File: src/rtl/vehicle_pkg.sv
// Shared vehicle constants: gear codes, refusal reasons and selector states.
package vehicle_pkg;

  localparam int unsigned GEAR_W  = 4;
  localparam int unsigned DENY_W  = 2;
  localparam int unsigned TIMER_W = 24;

  // Gear codes shared with the dynamics block
  localparam logic [GEAR_W-1:0] P_CODE = GEAR_W'(3);
  localparam logic [GEAR_W-1:0] R_CODE = GEAR_W'(6);
  localparam logic [GEAR_W-1:0] N_CODE = GEAR_W'(9);
  localparam logic [GEAR_W-1:0] D_CODE = GEAR_W'(12);

  typedef enum logic [DENY_W-1:0] {
    DENY_NONE     = 2'd0,
    DENY_NO_BRAKE = 2'd1,
    DENY_MOVING   = 2'd2,
    DENY_BAD_KEY  = 2'd3
  } deny_e;

  typedef enum logic {
    IDLE     = 1'b0,
    SHIFTING = 1'b1
  } state_e;

endpackage

File: src/rtl/gear_selector_if.sv
// Keypad request / gear status bundle between the keypad side and the selector.
interface gear_selector_if;

  logic       key_valid;
  logic [3:0] key_code;
  logic       is_brake_normal;
  logic       is_brake_hard;
  logic [7:0] speed;
  logic [3:0] current_gear;
  logic       shifting;
  logic       gear_changed;
  logic       shift_denied;
  logic [1:0] deny_code;

  // Driver side: keypad, pedals and speed source
  modport master (
    output key_valid, key_code, is_brake_normal, is_brake_hard, speed,
    input  current_gear, shifting, gear_changed, shift_denied, deny_code
  );

  // Selector side
  modport slave (
    input  key_valid, key_code, is_brake_normal, is_brake_hard, speed,
    output current_gear, shifting, gear_changed, shift_denied, deny_code
  );

endinterface

File: src/rtl/gear_selector.sv
// Gear selector: turns keypad requests into a registered gear code, applying
// brake/standstill interlocks and a fixed-length shift window.
module gear_selector
  import vehicle_pkg::*;
#(
  parameter int unsigned       SHIFT_CYCLES = 5000000,
  parameter logic [GEAR_W-1:0] GEAR_P       = P_CODE,
  parameter logic [GEAR_W-1:0] GEAR_R       = R_CODE,
  parameter logic [GEAR_W-1:0] GEAR_N       = N_CODE,
  parameter logic [GEAR_W-1:0] GEAR_D       = D_CODE
) (
  input  logic           clk,
  input  logic           rst,
  gear_selector_if.slave bus
);

  state_e             state;
  logic [TIMER_W-1:0] timer;
  logic [GEAR_W-1:0]  target;
  logic               key_prev;

  logic key_edge_c;
  logic valid_key_c;
  logic same_gear_c;
  logic brake_missing_c;
  logic moving_block_c;

  // Request decode: one request per key press, plus the interlock conditions
  always_comb begin
    key_edge_c      = bus.key_valid & ~key_prev;
    valid_key_c     = (bus.key_code == GEAR_P) || (bus.key_code == GEAR_R) ||
                      (bus.key_code == GEAR_N) || (bus.key_code == GEAR_D);
    same_gear_c     = (bus.key_code == bus.current_gear);
    brake_missing_c = (bus.current_gear == GEAR_P) &&
                      !bus.is_brake_normal && !bus.is_brake_hard;
    moving_block_c  = ((bus.key_code == GEAR_P) || (bus.key_code == GEAR_R) ||
                       ((bus.current_gear == GEAR_R) && (bus.key_code == GEAR_D))) &&
                      (bus.speed != 8'd0);
  end

  // Selector FSM with registered gear, shift flag and one-cycle status pulses
  always_ff @(posedge clk or posedge rst) begin
    if (rst) begin
      state            <= IDLE;
      timer            <= '0;
      target           <= GEAR_P;
      key_prev         <= 1'b0;
      bus.current_gear <= GEAR_P;
      bus.shifting     <= 1'b0;
      bus.gear_changed <= 1'b0;
      bus.shift_denied <= 1'b0;
      bus.deny_code    <= DENY_NONE;
    end else begin
      key_prev         <= bus.key_valid;
      bus.gear_changed <= 1'b0;
      bus.shift_denied <= 1'b0;
      case (state)
        IDLE: begin
          if (key_edge_c) begin
            if (!valid_key_c) begin
              bus.shift_denied <= 1'b1;
              bus.deny_code    <= DENY_BAD_KEY;
            end else if (same_gear_c) begin
              // Re-selecting the current gear is a no-op
            end else if (brake_missing_c) begin
              bus.shift_denied <= 1'b1;
              bus.deny_code    <= DENY_NO_BRAKE;
            end else if (moving_block_c) begin
              bus.shift_denied <= 1'b1;
              bus.deny_code    <= DENY_MOVING;
            end else begin
              target       <= bus.key_code;
              timer        <= TIMER_W'(SHIFT_CYCLES - 1);
              bus.shifting <= 1'b1;
              state        <= SHIFTING;
            end
          end
        end
        SHIFTING: begin
          // Old gear stays on the bus until the window expires; new presses are dropped
          if (timer == '0) begin
            bus.current_gear <= target;
            bus.gear_changed <= 1'b1;
            bus.shifting     <= 1'b0;
            state            <= IDLE;
          end else begin
            timer <= timer - TIMER_W'(1);
          end
        end
        default: state <= IDLE;
      endcase
    end
  end

endmodule
File: src/flat_wrapper.sv
// flat-port wrapper written by rule: the top's interface ports become plain ports
module gear_selector_flat import vehicle_pkg::*;
#(
  parameter int unsigned       SHIFT_CYCLES = 5000000,
  parameter logic [GEAR_W-1:0] GEAR_P       = P_CODE,
  parameter logic [GEAR_W-1:0] GEAR_R       = R_CODE,
  parameter logic [GEAR_W-1:0] GEAR_N       = N_CODE,
  parameter logic [GEAR_W-1:0] GEAR_D       = D_CODE
)
  (clk, rst, bus_key_valid, bus_key_code, bus_is_brake_normal, bus_is_brake_hard, bus_speed, bus_current_gear, bus_shifting, bus_gear_changed, bus_shift_denied, bus_deny_code);
  gear_selector_if bus_i ();
  input  logic clk;
  input  logic rst;
  input wire logic [$bits(bus_i.key_valid)-1:0] bus_key_valid;
  input wire logic [$bits(bus_i.key_code)-1:0] bus_key_code;
  input wire logic [$bits(bus_i.is_brake_normal)-1:0] bus_is_brake_normal;
  input wire logic [$bits(bus_i.is_brake_hard)-1:0] bus_is_brake_hard;
  input wire logic [$bits(bus_i.speed)-1:0] bus_speed;
  output wire logic [$bits(bus_i.current_gear)-1:0] bus_current_gear;
  output wire logic [$bits(bus_i.shifting)-1:0] bus_shifting;
  output wire logic [$bits(bus_i.gear_changed)-1:0] bus_gear_changed;
  output wire logic [$bits(bus_i.shift_denied)-1:0] bus_shift_denied;
  output wire logic [$bits(bus_i.deny_code)-1:0] bus_deny_code;
  assign bus_i.key_valid = bus_key_valid;
  assign bus_i.key_code = bus_key_code;
  assign bus_i.is_brake_normal = bus_is_brake_normal;
  assign bus_i.is_brake_hard = bus_is_brake_hard;
  assign bus_i.speed = bus_speed;
  assign bus_current_gear = bus_i.current_gear;
  assign bus_shifting = bus_i.shifting;
  assign bus_gear_changed = bus_i.gear_changed;
  assign bus_shift_denied = bus_i.shift_denied;
  assign bus_deny_code = bus_i.deny_code;
  gear_selector #(.SHIFT_CYCLES(SHIFT_CYCLES), .GEAR_P(GEAR_P), .GEAR_R(GEAR_R), .GEAR_N(GEAR_N), .GEAR_D(GEAR_D)) u_core (.clk(clk), .rst(rst), .bus(bus_i));
endmodule
File: config.mk
export PLATFORM = sky130hd
export DESIGN_NAME = gear_selector_flat
export DESIGN_NICKNAME = d
export VERILOG_FILES = /design/src/rtl/vehicle_pkg.sv /design/src/rtl/gear_selector_if.sv /design/src/rtl/gear_selector.sv /design/src/flat_wrapper.sv
export SDC_FILE = /design/constraint.sdc
export NUM_CORES = 1
export LEC_CHECK = 0
export ABC_AREA = 1
export BUFFER_PORTS_ARGS = -buffer_cell sky130_fd_sc_hd__buf_2
export CAP_MARGIN = 20
export CORE_ASPECT_RATIO = 1.2
export CORE_MARGIN = 4
export CORE_UTILIZATION = 59
export DETAILED_ROUTE_END_ITERATION = 16
export PLACE_DENSITY = 0.8
export SYNTH_ARGS = -nofsm -noshare
export SYNTH_HDL_FRONTEND = slang
export SYNTH_SLANG_ARGS = --single-unit
File: constraint.sdc
create_clock -name clk -period 2.26 [get_ports clk]
set_clock_uncertainty 0.05 [all_clocks]
set_input_delay 0.565 -clock clk [delete_from_list [all_inputs] [get_ports clk]]
set_output_delay 0.565 -clock clk [all_outputs]
set_load 0.01 [all_outputs]
==> results of run 1 <==
## through the flow
stage | hold slack (ps) | total power, W | cells | worst slack (ps)
2_1_floorplan | 403 | 0.000744 | 365 | 559
3_3_place_gp | 402 | 0.000768 | 443 | 273
3_5_place_dp | 403 | 0.000770 | 443 | 208
4_1_cts | 333 | 0.00139 | 451 | 352
5_1_grt | 332 | 0.00142 | 451 | 197
6_report | 322 | 0.00137 | 451 | 371
## Yosys cell counts, types with 3 or more instances
cell type / count / area share
o21ai_1: 5 / 0.0097
dfstp_2: 4 / 0.041
nand2_2: 12 / 0.029
o21ai_2: 15 / 0.051
nand2_1: 107 / 0.16
inv_1: 37 / 0.054
nor2_1: 54 / 0.079
nand3_1: 39 / 0.076
o21ai_0: 9 / 0.017
inv_2: 4 / 0.0058
dfrtp_1: 35 / 0.34
nor2_4: 3 / 0.013
xor2_1: 3 / 0.010
nand4_1: 10 / 0.024
## worst max-delay path, cell delays in order (launching register included)
cell and delay (ps):
dfstp_2 570, inv_1 100, nand2_1 80, nor2_1 40, nand2_1 50, nand2_1 50
nand2_1 70, nand2_1 70, nand2_1 230, nand2_8 260, nand2_1 130, o21ai_1 70
## metal layers
| metal | track usage | vias to the layer above | wire length [um] |
|---|---|---|---|
| li1 | - | 1220 | - |
| met1 | 0.262 | 1079 | 2240 |
| met2 | 0.380 | 52 | 2700 |
| met3 | 0.0378 | 19 | 224 |
| met4 | 0.0954 | 0 | 189 |
| met5 | 0 | - | 0 |
## report_power, final
group	switching [W]	internal, W
Clock	0.000256	0.000357
Combinational	0.0000360	0.0000201
Sequential	0.000000318	0.000698
## sequential cells by signal, summed over array words and instances, names as in the netlist
signal	cells
u_core.bus.current_gear	4
u_core.state	1
u_core.bus.shifting	1
u_core.key_prev	1
u_core.bus.deny_code	2
u_core.target	4
u_core.bus.shift_denied	1
u_core.bus.gear_changed	1
u_core.timer	24
## path summary, 6_finish.rpt
path | endpoint | slack (ps) | cells after the start
worst max-delay path | u_core.timer[5] | 370 | 11
worst min-delay path | u_core.timer[1] | 320 | 3
worst max register to register | u_core.timer[5] | 370 | 11
worst min register to register | u_core.bus.deny_code[0] | 420 | 2
max in group asynchronous | u_core.bus.current_gear[0] | 1480 | 3
min in group clk | u_core.key_prev | 340 | 1
## final cells by class
type	count	area share
clock inverters	2	0.0123
repair buffers	28	0.0518
clock buffers	6	0.0290
inverters	43	0.0566
well taps	56	0.0246
flip-flops and latches	39	0.344
multi-input cells	277	0.482
## logic make-up (layout without fill, tap and decap cells)
kind of cell,after synthesis,in the layout,share of synthesized area
buffers and inverters,49,79,0.0882
adder cells (fa/ha/maj),2,2,0.00969
XOR/XNOR,4,4,0.0136
AND/OR/NAND/NOR,239,239,0.421
flip-flops,39,39,0.380
AO/OA/AOI/OAI,32,32,0.0873
==> run metrics, run 1 <==
worst setup path class=reg -> reg; worst-margin pin slew=approximately 530 ps; Final Util=0.674; PostCTS Resize Cnt=0; CP Max Fanout=45; row count=26; Yosys reg bits=39; register area share after synthesis=0.380; Routed WL=5360 um; first-pass GRT wire length=9410 um; Setup Viol. Count Final=0; commonest cells after routing, fill and taps aside=107 x nand2_1, 54 x nor2_1, 39 x nand3_1; Slew Limit Fails=0; CP Launch Type=flip-flop; share of layout cells above drive strength 1=0.208; CTS root buffer=clkbuf_8; placed instance area=2730 um^2; Port-buffer cells=25; syn nets=384; Routed Antenna Nets=0; placer's final routability congestion estimate=0.894; clk slew on worst S/H paths=80 ps; GRT Residual Overflow=0; Overall Global Routing Usage=0.221; vias in the first global route=2219; worst vdd rail ir drop=approximately 0.00032 V; fin crit share=0.836; Pwr per Cell Area=480 nW/um^2; r2r startpoint=u_core.bus.current_gear[0]; Syn Area/Cell=7.07 um^2; first-pass iteration count of the detailed router=4; register area=a little under 1000 um^2; Num CTS Buffers=5; final hold violations=0; filler cell count=403; Net count, final=~410; normalized max-slew margin=0.648; Cell Area, Synth=2580 um^2; # hold bufs at CTS=0; clk_lat worst skew=290 ps; DIE HEIGHT=80.5 um; worst setup path startpoint=u_core.bus.current_gear[0]; IO Count=26; crit end category=flip-flop; DR DRC count=0; Core Area=4230 um^2; most common cell after layout, fill and taps aside=nand2_1; CTS tree=built; Tmin final=1890 ps; async set or reset register ratio after synthesis=1.00; die footprint=5500 um^2; antenna violations before repair=0; Sink Count=39; H-tree levels=2; dominant synthesized flop cell=dfrtp_1; footprint of the multi-input gates=about 1400 um^2; status=completed; Max clock buf depth=2; die span in x=68.4 um; Syn Inst Count=365; Leak=1.34 nW; setup TNS=0 ps; DR WL/cell=11.9 um; maxcap violations=0; Hold Path Class=in -> async; Layout area overhead=10.4%; CP arrival=2010 ps; Yosys warning count=0; Setup Buffers After CTS=0; CP Data Required Time=2380 ps; achievable clock frequency=529 MHz; initial drt markers=approximately 110; RSZ-0062 raised after global routing=no; Final Instance Area=2850 um^2; Initial Util=0.610; ant diodes=0; DR vias=between 2000 and 2500; synth unique cells=34; largest net degree at the start of global routing=46; EDFF count, synth=0; HPWL reported at the end of detailed placement=4050 um; Via density=5.25
Power figures use the tool's default switching activity.
==> inputs of run 2 (changes only) <==
- ABC_AREA: 1 -> 0
- CORE_UTILIZATION: 59 -> 52
- PLACE_DENSITY: 0.8 -> 0.75
- clock period: 2.26 -> 1.63 ns (I/O delays scaled with it)
==> run metrics, run 2 <==
Net count, final=341; clk slew on worst S/H paths=90 ps; DR vias=2657; # hold bufs at CTS=0; Layout area overhead=67.2%; Layout Cells excl Fill=around 380; vias in the first global route=2502; worst setup path class=reg -> reg; most common cell after layout, fill and taps aside=buf_4; row count=25; Psw=0.000892 W; achievable clock frequency=470 MHz; Slew Limit Fails=0; Post-Place Cells=354; Routed WL=approximately 11000 um; Final Instance Area=approximately 3700 um^2; IO Count=26; H-tree levels=2; async set or reset register ratio after synthesis=1.00; Port-buffer cells=25; first-pass GRT wire length=12600 um; Overall Global Routing Usage=0.323; RSZ-0062 raised after global routing=yes; Yosys reg bits=39; Fin Hold WS=118 ps; Num CTS Buffers=5; clk_lat worst skew=roughly 300 ps; die footprint=about 5400 um^2; placed instance area=2950 um^2; DR DRC count=0; status=complete, but fails checks; syn nets=roughly 240; switching portion of total power=0.322; Syn Inst Count=220; worst-margin pin slew=427 ps; register area share after synthesis=0.443; Worst path max stage delay=560 ps; cell type of the slowest stage on the worst timing path=dfstp_2; Syn Area/Cell=10.1 um^2; failing checks=setup timing; register share of total power=0.437; Initial Util=0.548; filler cell count=around 150; largest net degree at the start of global routing=40; fin crit share=1.30; CP Launch Type=flip-flop; Synth top cells by count=35 x dfrtp_1, 19 x nor2_1, 14 x a21oi_1, 14 x nand2_1, 14 x xnor2_1; Yosys warning count=0; post-synth top area cell=dfrtp_1; final hold violations=0; cells along the critical path=nand2b_1 > or4_4 > a21boi_4 > buf_6 > nor3b_1 > a311oi_2; CP arrival=2250 ps; Synth top area share=0.396; P_int=0.00188 W; synth unique cells=58; DR WL/cell=29.2 um; Via density=7.05; r2r startpoint=u_core.bus.current_gear[0]; Comb power frac=0.252; CTS root buffer=clkbuf_8; Setup Viol. Count Final=38; CP Data Required Time=about 1800 ps; commonest cells after routing, fill and taps aside=59 x buf_4, 35 x dfrtp_1, 25 x buf_2; EDFF count, synth=0; Core Area=4040 um^2; HPWL reported at the end of detailed placement=4100 um; maxcap violations=0; Routed Antenna Nets=0; crit end category=flip-flop; most instantiated library cell after synthesis=dfrtp_1; Area contributors post-synth=dfrtp_1 40%, xnor2_1 5.5%, dfstp_2 4.8%; DIE HEIGHT=79.5 um; setup TNS=-13200 ps; Leak=1.53 nW; Sink Count=39; Power Total=0.00277 W; initial drt markers=341; worst setup path startpoint=u_core.bus.current_gear[0]; placer's final routability congestion estimate=0.819; CP Max Fanout=5; Hold Path Class=in -> async; Final WS setup=-496 ps; largest registers=u_core.timer x24, u_core.bus.current_gear x4, u_core.target x4; die span in x=between 60 and 70 um; ant diodes=0; Cell Area, Synth=2210 um^2; Max clock buf depth=2; normalized max-slew margin=0.714; Largest Register=u_core.timer; Tmin final=2130 ps; Pwr per Cell Area=749 nW/um^2; CTS tree=built; worst vdd rail ir drop=0.00124 V; dominant synthesized flop cell=dfrtp_1; max reg flops=24; Clock power frac=0.311; share of layout cells above drive strength 1=0.632; GRT Residual Overflow=0; first-pass iteration count of the detailed router=5; antenna violations before repair=0
-- run 2: worst paths after layout --
path	endpoint	cells after the start	slack (ps)
setup / recovery	u_core.bus.deny_code[0]	6	-500
hold / removal	u_core.key_prev	3	120
setup reg to reg	u_core.bus.deny_code[0]	6	-500
hold reg to reg	u_core.bus.shifting	1	500
max in group asynchronous	u_core.target[1]	3	1130
min in group clk	u_core.key_prev	1	180
-- run 2: timing repair --
action                     4_1_cts  5_1_grt
setup endpoints to repair       38       38
setup buffers                    9       11
hold endpoints to repair         0        0
pin swaps                       21       28
gates resized for setup         63       44
gates cloned                     2        0
-- run 2: cells by family after synthesis --
group                      count (synthesis)  share of synthesized area
AOI/OAI and AO/OA                         44                      0.132
muxes                                      8                     0.0390
xor gates and xnor gates                  15                     0.0594
DFF                                       39                      0.443
and+or+nand+nor                           94                      0.270
buffers and inverters                     18                     0.0453
adders and majority gates                  2                     0.0113
-- run 2: power groups by stage --
stage               Clock [W]  Combinational (W)  Sequential (W)
global route         0.000900           0.000733         0.00121
floorplan                   0           0.000206         0.00120
finish               0.000862           0.000697         0.00121
CTS                  0.000859           0.000550         0.00117
detailed placement          0           0.000490         0.00118
global placement            0           0.000473         0.00117
-- run 2: metal layers --
layer / up-vias / part of all wire / track usage
met5: - / 0 / 0
met4: 0 / 0.092 / 0.231
met3: 107 / 0.11 / 0.0789
met2: 280 / 0.46 / 0.530
met1: 1253 / 0.33 / 0.354
li1: 1017 / - / -
-- run 2: final cells by class --
| class | count | area [um^2] | share of cell area |
|---|---|---|---|
| Sequential cell | 39 | 981 | 0.265 |
| Clock inverter | 2 | 35.0 | 0.00947 |
| Multi-Input combinational cell | 165 | 1710 | 0.462 |
| Clock buffer | 6 | 82.6 | 0.0223 |
| Timing Repair Buffer | 101 | 785 | 0.212 |
| Inverter | 10 | 37.5 | 0.0101 |
| Tap cell | 54 | 67.6 | 0.0183 |
-- run 2: per-stage QoR --
| stage | util | setup WS, ps |
|---|---|---|
| final | 0.917 | -496 |
| after global routing | 0.917 | -610 |
| after floorplan | - | -428 |
| after detailed placement | 0.731 | -336 |
| after CTS | 0.841 | -354 |
| after global placement | 0.731 | -324 |
-- run 2: critical path, delay by kind of cell, from the launching register on --
kind                   cells  cell delay [ps]
buffers and inverters      1              150
and+or+nand+nor            3              950
DFF                        1              560
AOI/OAI and AO/OA          2              290
==> inputs of run 3 (changes only) <==
- TNS_END_PERCENT: default -> 5
==> run metrics, run 3 (synthesis results as in run 2) <==
DR WL/cell=roughly 16 um; CTS tree=built; status=complete, but fails checks; Core Area=4040 um^2; Sink Count=39; Layout Cells excl Fill=371; crit end category=flip-flop; DIE HEIGHT=79.5 um; Setup Viol. Count Final=38; ant diodes=0; max reg flops=24; largest net degree at the start of global routing=17; filler cell count=239; DR DRC count=0; setup TNS=-7370 ps; RSZ-0062 raised after global routing=yes; Routed Antenna Nets=0; # hold bufs at CTS=0; Layout area overhead=46.3%; Routed WL=6100 um; Pwr per Cell Area=788 nW/um^2; first-pass iteration count of the detailed router=4; CP arrival=2170 ps; maxcap violations=0; Final Util=0.802; DR vias=~2100; Largest Register=u_core.timer; GRT Residual Overflow=0; die footprint=roughly 5400 um^2; Final WS setup=-404 ps; CP Max Fanout=3; commonest cells after routing, fill and taps aside=66 x buf_4, 33 x dfrtp_1, 25 x buf_2; footprint of the multi-input gates=1340 um^2; Slew Limit Fails=0; normalized max-slew margin=0.736; clk slew on worst S/H paths=approximately 80 ps; H-tree levels=2; CTS root buffer=clkbuf_8; Port-buffer cells=25; failing checks=setup timing; IO Count=26; Post-Place Cells=361; Overall Global Routing Usage=0.248; Initial Util=0.548; R2R Setup Slk=-400 ps; register area=around 980 um^2; die span in x=67.5 um; initial drt markers=between 70 and 80; final hold violations=0; Num CTS Buffers=5; largest registers=u_core.timer x24, u_core.bus.current_gear x4, u_core.target x4; first-pass GRT wire length=approximately 10000 um; antenna violations before repair=0; Hold Path Class=in -> async; CP Data Required Time=roughly 1800 ps; fin crit share=1.25; row count=25; achievable clock frequency=492 MHz; Leak=1.38 nW; Via density=5.69; Net count, final=between 300 and 400; HPWL reported at the end of detailed placement=4230 um; share of layout cells above drive strength 1=0.517; most common cell after layout, fill and taps aside=buf_4; Tmin final=2030 ps; CP Launch Type=flip-flop; vias in the first global route=2291; Max clock buf depth=2; placer's final routability congestion estimate=0.893; worst setup path class=reg -> reg; clk_lat worst skew=300 ps; worst-margin pin slew=roughly 400 ps; worst vdd rail ir drop=0.000632 V
==> run 3: final timing paths <==
path / from / endpoint / depth (start not counted)
worst max-delay path: u_core.timer[13] / u_core.timer[22] / 5
worst min-delay path: rst / u_core.bus.current_gear[2] / 2
worst max register to register: u_core.timer[13] / u_core.timer[22] / 5
worst min register to register: u_core.bus.shifting / u_core.bus.shifting / 1
max in group asynchronous: rst / u_core.timer[23] / 3
min in group clk: bus_key_valid / u_core.key_prev / 1
==> run 3: cell type report <==
cell class | instances | area share
multi-input cells | 163 | 0.415
clock buffers | 6 | 0.0255
well taps | 54 | 0.0209
inverters | 10 | 0.0116
repair buffers | 97 | 0.213
clock inverters | 2 | 0.0108
flip-flops and latches | 39 | 0.304
==> run 3: worst max-delay path, stage by stage, from the launching register on <==
cell and delay [ps]:
dfrtp_1 400, or4_4 550, or4_4 470, nor4b_4 240
xnor2_1 150, nand2_1 70
==> run 3: metrics by stage <==
| stage | cell area [um^2] | hold slack (ps) | power, W | setup slack [ps] |
|---|---|---|---|---|
| detailed placement | 2870 | 350 | 0.00164 | -438 |
| global placement | 2870 | 350 | 0.00162 | -344 |
| CTS | 3170 | 28.6 | 0.00254 | -393 |
| global route | 3240 | 49.5 | 0.00268 | -466 |
| finish | 3240 | 24.8 | 0.00255 | -404 |
| floorplan | 2210 | 389 | 0.00137 | -428 |
==> run 3: power by group <==
part,internal [W],leakage [nW],switching [W]
Combinational,0.000288,0.880,0.000234
Sequential,0.00106,0.435,0.000127
Clock,0.000495,0.0612,0.000345
Total,0.00185,1.38,0.000706
==> run 3: what timing repair did <==
action / CTS / global route
buffers inserted: 1 / 1
resized for setup: 44 / 14
pin swaps: 8 / 3
endpoints found under the setup margin: 38 / 38
==> run 3: layer usage <==
layer	GRT usage	share of wire	wire, um
met1	0.258	0.38	2290
met2	0.446	0.55	3370
met5	0	0	0
met3	0.0549	0.036	217
met4	0.138	0.036	217
